### config.mk
export PLATFORM = sky130hd
export DESIGN_NAME = attenuation_dac_sequencer
export DESIGN_NICKNAME = d
export VERILOG_FILES = /design/src/rtl/attenuation_dac_sequencer.sv
export SDC_FILE = /design/constraint.sdc
export NUM_CORES = 1
export LEC_CHECK = 0
export CORE_MARGIN = 3
export CORE_UTILIZATION = 53
export DETAILED_ROUTE_END_ITERATION = 8
export PLACE_DENSITY_LB_ADDON = 0.05
export SETUP_SLACK_MARGIN = 0.5
export SLEW_MARGIN = 5
export SYNTH_ARGS = -nofsm -noshare
export SYNTH_HDL_FRONTEND = slang
export SYNTH_SLANG_ARGS = --single-unit
### constraint.sdc
create_clock -name clk -period 2.2 [get_ports clk]
set_clock_uncertainty 0.1 [all_clocks]
set_input_delay 0.44 -clock clk [delete_from_list [all_inputs] [get_ports clk]]
set_output_delay 0.44 -clock clk [all_outputs]
set_load 0.05 [all_outputs]
### src/rtl/attenuation_dac_sequencer.sv
// Serialises four shadowed 8-bit attenuation codes (LA, LB, RA, RB) onto the
// datadac/clkdac/csdacNn bus, one slot per transfer, round-robin over dirty slots.
module attenuation_dac_sequencer #(
  parameter int unsigned CLK_HALF = 4,
  parameter logic [7:0]  RESET_A  = 8'hFF,
  parameter logic [7:0]  RESET_B  = 8'h00
) (
  input  logic       clk,
  input  logic       reset_n,
  input  logic       wr_en,
  input  logic       wr_right,
  input  logic       wr_sel_a,
  input  logic [7:0] wr_value,
  output logic       datadac,
  output logic       clkdac,
  output logic       csdac1n,
  output logic       csdac2n,
  output logic       busy,
  output logic [3:0] pending
);

  typedef enum logic [2:0] {
    S_IDLE,
    S_SHIFT_LO,
    S_SHIFT_HI,
    S_SETUP,
    S_STROBE,
    S_HOLD
  } state_e;

  localparam logic [7:0] HALF_M1 = 8'(CLK_HALF - 1);

  state_e     state_q, state_d;
  logic [7:0] cnt_q, cnt_d;
  logic [2:0] bit_q, bit_d;
  logic [7:0] shreg_q, shreg_d;
  logic [1:0] slot_q, slot_d;
  logic [1:0] last_q, last_d;
  logic [3:0] dirty_q, dirty_d;
  logic [7:0] shadow_q [4];
  logic [7:0] shadow_d [4];

  logic datadac_q, datadac_d;
  logic clkdac_q, clkdac_d;
  logic cs1n_q, cs1n_d;
  logic cs2n_q, cs2n_d;
  logic busy_q, busy_d;

  logic [1:0] wslot;
  logic [1:0] sel;
  logic       phase_done;

  // First dirty slot found when searching upward from the one after last.
  function automatic logic [1:0] pick_slot(input logic [3:0] dirty,
                                           input logic [1:0] last);
    logic [1:0] idx;
    logic [1:0] pick;
    pick = last + 2'd1;
    for (int k = 4; k >= 1; k--) begin
      idx = last + 2'(k);
      if (dirty[idx]) pick = idx;
    end
    return pick;
  endfunction

  always_comb begin
    state_d   = state_q;
    cnt_d     = cnt_q;
    bit_d     = bit_q;
    shreg_d   = shreg_q;
    slot_d    = slot_q;
    last_d    = last_q;
    dirty_d   = dirty_q;
    shadow_d  = shadow_q;
    datadac_d = datadac_q;
    wslot      = {wr_right, ~wr_sel_a};
    sel        = pick_slot(dirty_q, last_q);
    phase_done = (cnt_q == 8'd0);

    if (state_q == S_IDLE) begin
      if (|dirty_q) begin
        slot_d         = sel;
        shreg_d        = shadow_q[sel];
        dirty_d[sel]   = 1'b0;
        bit_d          = 3'd7;
        cnt_d          = HALF_M1;
        state_d        = S_SHIFT_LO;
      end
    end else if (!phase_done) begin
      cnt_d = cnt_q - 8'd1;
    end else begin
      cnt_d = HALF_M1;
      case (state_q)
        S_SHIFT_LO: state_d = S_SHIFT_HI;
        S_SHIFT_HI: begin
          if (bit_q == 3'd0) begin
            state_d = S_SETUP;
          end else begin
            bit_d   = bit_q - 3'd1;
            state_d = S_SHIFT_LO;
          end
        end
        S_SETUP:  state_d = S_STROBE;
        S_STROBE: state_d = S_HOLD;
        S_HOLD: begin
          last_d  = slot_q;
          state_d = S_IDLE;
        end
        default:  state_d = S_IDLE;
      endcase
    end

    // Applied after the capture so a same-cycle write re-marks the slot dirty.
    if (wr_en) begin
      shadow_d[wslot] = wr_value;
      dirty_d[wslot]  = 1'b1;
    end

    clkdac_d = (state_d == S_SHIFT_HI);
    cs1n_d   = !((state_d == S_STROBE) && !slot_d[1]);
    cs2n_d   = !((state_d == S_STROBE) && slot_d[1]);
    busy_d   = (state_d != S_IDLE);
    case (state_d)
      S_SHIFT_LO: datadac_d = shreg_d[bit_d];
      S_SETUP:    datadac_d = ~slot_d[0];
      default:    datadac_d = datadac_q;
    endcase
  end

  always_ff @(posedge clk) begin
    if (!reset_n) begin
      state_q   <= S_IDLE;
      cnt_q     <= 8'd0;
      bit_q     <= 3'd0;
      slot_q    <= 2'd0;
      last_q    <= 2'd3;
      dirty_q   <= 4'b1111;
      datadac_q <= 1'b0;
      clkdac_q  <= 1'b0;
      cs1n_q    <= 1'b1;
      cs2n_q    <= 1'b1;
      busy_q    <= 1'b0;
      for (int i = 0; i < 4; i++) begin
        shadow_q[i] <= (i[0]) ? RESET_B : RESET_A;
      end
    end else begin
      state_q   <= state_d;
      cnt_q     <= cnt_d;
      bit_q     <= bit_d;
      slot_q    <= slot_d;
      last_q    <= last_d;
      dirty_q   <= dirty_d;
      datadac_q <= datadac_d;
      clkdac_q  <= clkdac_d;
      cs1n_q    <= cs1n_d;
      cs2n_q    <= cs2n_d;
      busy_q    <= busy_d;
      shadow_q  <= shadow_d;
    end
  end

  // Shift data needs no reset: it is always loaded before it is driven out.
  always_ff @(posedge clk) begin
    shreg_q <= shreg_d;
  end

  assign datadac = datadac_q;
  assign clkdac  = clkdac_q;
  assign csdac1n = cs1n_q;
  assign csdac2n = cs2n_q;
  assign busy    = busy_q;
  assign pending = dirty_q;

endmodule

==> impl_metrics.ini <==
[outcome]
status = finished with violations
violations = setup timing

[clock_tree]
path_clk_slew_ps = 80
clock_tree.root_cell = clkbuf_8
cts_hold_buf = 0
cts_tree = done
cts_sinks = 67
cts_buffers = 9
insertion_delay_ps = 350
cts-htree-levels = 3
clock_path_buffers = 2

[floorplan]
initial_utilization_pct = 55.7
dieArea_um2 = 7320
rows = 28
coreArea_um2 = 6030
fp.dieW_um = 85.6
dieHeight_um = 85.6
pin_count = 22

[logic_synthesis]
syn_area_um2 = 3360
synth_ff_type = dfxtp_1
yosysSeqAreaShare_pct = 40.0
synth_cell_type_count = 68
synth_area_per_cell_um2 = 8.25
synth_edf_count = 0
yosys_warnings = 0
ys_ff_latch = 67
synth-async-reset-ratio_pct = 0
syn-instance-count = 407
syn_nets = 423

[place]
io_buffers = 21
gp_congestion = 0.931
placed_area_um2 = 4010
pre_cts_slack_ps = -125
place_hpwl_um = 5990

[route]
routed_wl_um = 9930
wl_per_cell_um = 17.7
viasPerCell = 6.03
dr_total_vias = 3376
drtIter0Drc = 314
drc = 0
dr.pass1.iters = 5
postRouteAntennaNets = 0

[pwr]
power_mw = 4.26
p_per_area_nw_per_um2 = 882
vdd_drop_max_uv = 697
power_leakage_nw = 2.03

[critical_path]
cp_top_family = simple AND/OR/NAND/NOR gates
arrival_ps = 2390
crit_buf_inv = 2
slowest_stage = or4b_4
cp-end-kind = flop
critical_path_class = reg2reg
cpPeakStageDelay_ps = 540
cp.required_ps = 2320
worst_setup_path_start_kind = flop
cp_max_fo = 7
crit_chain = inv_2 > ha_4 > or4b_4 > o31a_2 > o21ai_4 > inv_1 > or3_1

[finish]
nets = 496
diodes = 0
n_fill_cell = 409
layout_commonest_cell = nand2_1
final_area_um2 = 4820
final_cell_mix = nand2_1, dfxtp_1, buf_4
post-route-util_pct = 80.1
area_growth_pct = 43.7
layout-drive-gt1-share_pct = 37.1

[timing]
post-route-min-period_ps = 2270
fin_ws_ps = -70.8
rsz0062_at_grt = yes
fmax_mhz = 440
min_period_over_period_pct = 103
finalSetupViolCount = 2
slew_headroom_pct = 66.8
drv_slew = 0
timing_hold_violations_final = 0
finalSetupTns_ps = -129
tightest_slew_ps = 491

[grt]
globalRouteMet3Util_pct = 4.03
gr-usage-all-layers_pct = 26.2
antenna_found_initial = 0
grt_pass1_wl_um = 15100
grt_busiest_layer = met2
grt_max_degree = 22
grt_use_met2_pct = 43.1
grt_overflow = 0
grt_pass1_vias = 3116
gr-usage-met1_pct = 34.3

[flow_run]
drv_cap = 0

[min_path]
holdCritPathClass = reg2reg
[per-stage QoR]
stage	std cells	hold WS (ps)
floorplan	407	320
global placement	519	335
detailed placement	519	344
CTS	546	354
global route	560	375
finish	560	356
[cell usage after synthesis, types with 2 or more instances]
library cell | n | area share, %
a211oi_1 | 4 | 0.89
a21oi_1 | 19 | 2.8
a221oi_1 | 2 | 0.52
a31oi_1 | 4 | 0.75
and3_1 | 2 | 0.37
buf_1 | 4 | 0.45
clkbuf_1 | 14 | 1.6
clkbuf_8 | 2 | 0.82
dfxtp_1 | 67 | 40
ha_1 | 3 | 1.1
inv_1 | 15 | 1.7
mux2_2 | 7 | 2.3
mux2i_1 | 25 | 7.5
nand2_1 | 79 | 8.8
nand2b_1 | 4 | 0.75
nand3_1 | 27 | 4.0
nand3b_1 | 3 | 0.67
nand4_1 | 3 | 0.56
nand4b_1 | 2 | 0.52
nor2_1 | 27 | 3.0
nor2b_1 | 2 | 0.37
nor3_1 | 10 | 1.5
nor3_2 | 2 | 0.60
nor4b_1 | 2 | 0.52
o211ai_1 | 6 | 1.3
o21a_1 | 2 | 0.45
o21ai_0 | 12 | 1.8
o21ai_1 | 6 | 0.89
o221ai_1 | 2 | 0.52
o31a_2 | 2 | 0.60
o31ai_1 | 2 | 0.45
o41ai_1 | 2 | 0.52
or2_2 | 3 | 0.56
or3_1 | 5 | 0.93
or3_2 | 2 | 0.45
or4_1 | 2 | 0.45
[state kept, by name, summed over array words and instances (netlist names)]
register / cells
bit_q: 3
busy: 1
clkdac: 1
cnt_q: 8
csdac1n: 1
csdac2n: 1
datadac: 1
last_q: 2
pending: 4
shadow_q: 32
shreg_q: 8
slot_q: 2
state_q: 3
[routing by layer]
layer	wire length (um)	part of all wire [%]	vias up
met3	591	6.0	28
met4	359	3.6	0
met5	0	0	-
li1	-	-	1595
met2	4840	49	136
met1	4140	42	1617
[where the power goes]
group	leakage, nW	internal [mW]	switching [mW]	total [mW]
combinational	1.37	0.800	0.850	1.65
clock	0.106	0.640	0.494	1.13
sequential	0.550	1.36	0.110	1.47
[area by class of cell]
class,instances,area [um^2],share of cell area [%]
multi-input cells,302,2250,46.6
well taps,75,93.8,1.95
repair buffers,85,847,17.6
inverters,15,56.3,1.17
clock buffers,10,128,2.65
clock inverters,6,90.1,1.87
flip-flops and latches,67,1360,28.3
[worst paths after layout]
check,start,endpoint,slack [ps],depth (start not counted)
max,cnt_q[0],busy,-70,7
min,shadow_q[6],shadow_q[6],360,2
max reg2reg,cnt_q[0],busy,-70,7
min reg2reg,shadow_q[6],shadow_q[6],360,2
[what timing repair did]
| item | CTS | global route |
|---|---|---|
| pin swaps | 15 | 19 |
| cloned | 2 | 1 |
| resized for setup | 79 | 52 |
| setup endpoints to repair | 35 | 34 |
| buffers inserted | 9 | 13 |
| endpoints found under the hold margin | 0 | 0 |
[worst min-delay path: cells and delay by family, from the launching register on]
family / cells / cell delay, ps
AO/OA/AOI/OAI: 1 / 50
flip-flops: 1 / 310
AND/OR/NAND/NOR: 1 / 50
[cell families (layout without fill, tap and decap cells)]
group	Yosys count	in the layout	share of synthesized area (%)
xor+xnor	2	2	0.522
simple gates	190	190	28.8
mux	32	32	9.80
flops	67	67	40.0
fa+ha+maj	3	3	1.12
compound gates	75	75	14.6
buf+inv	38	116	5.14
Power figures use the tool's default switching activity.
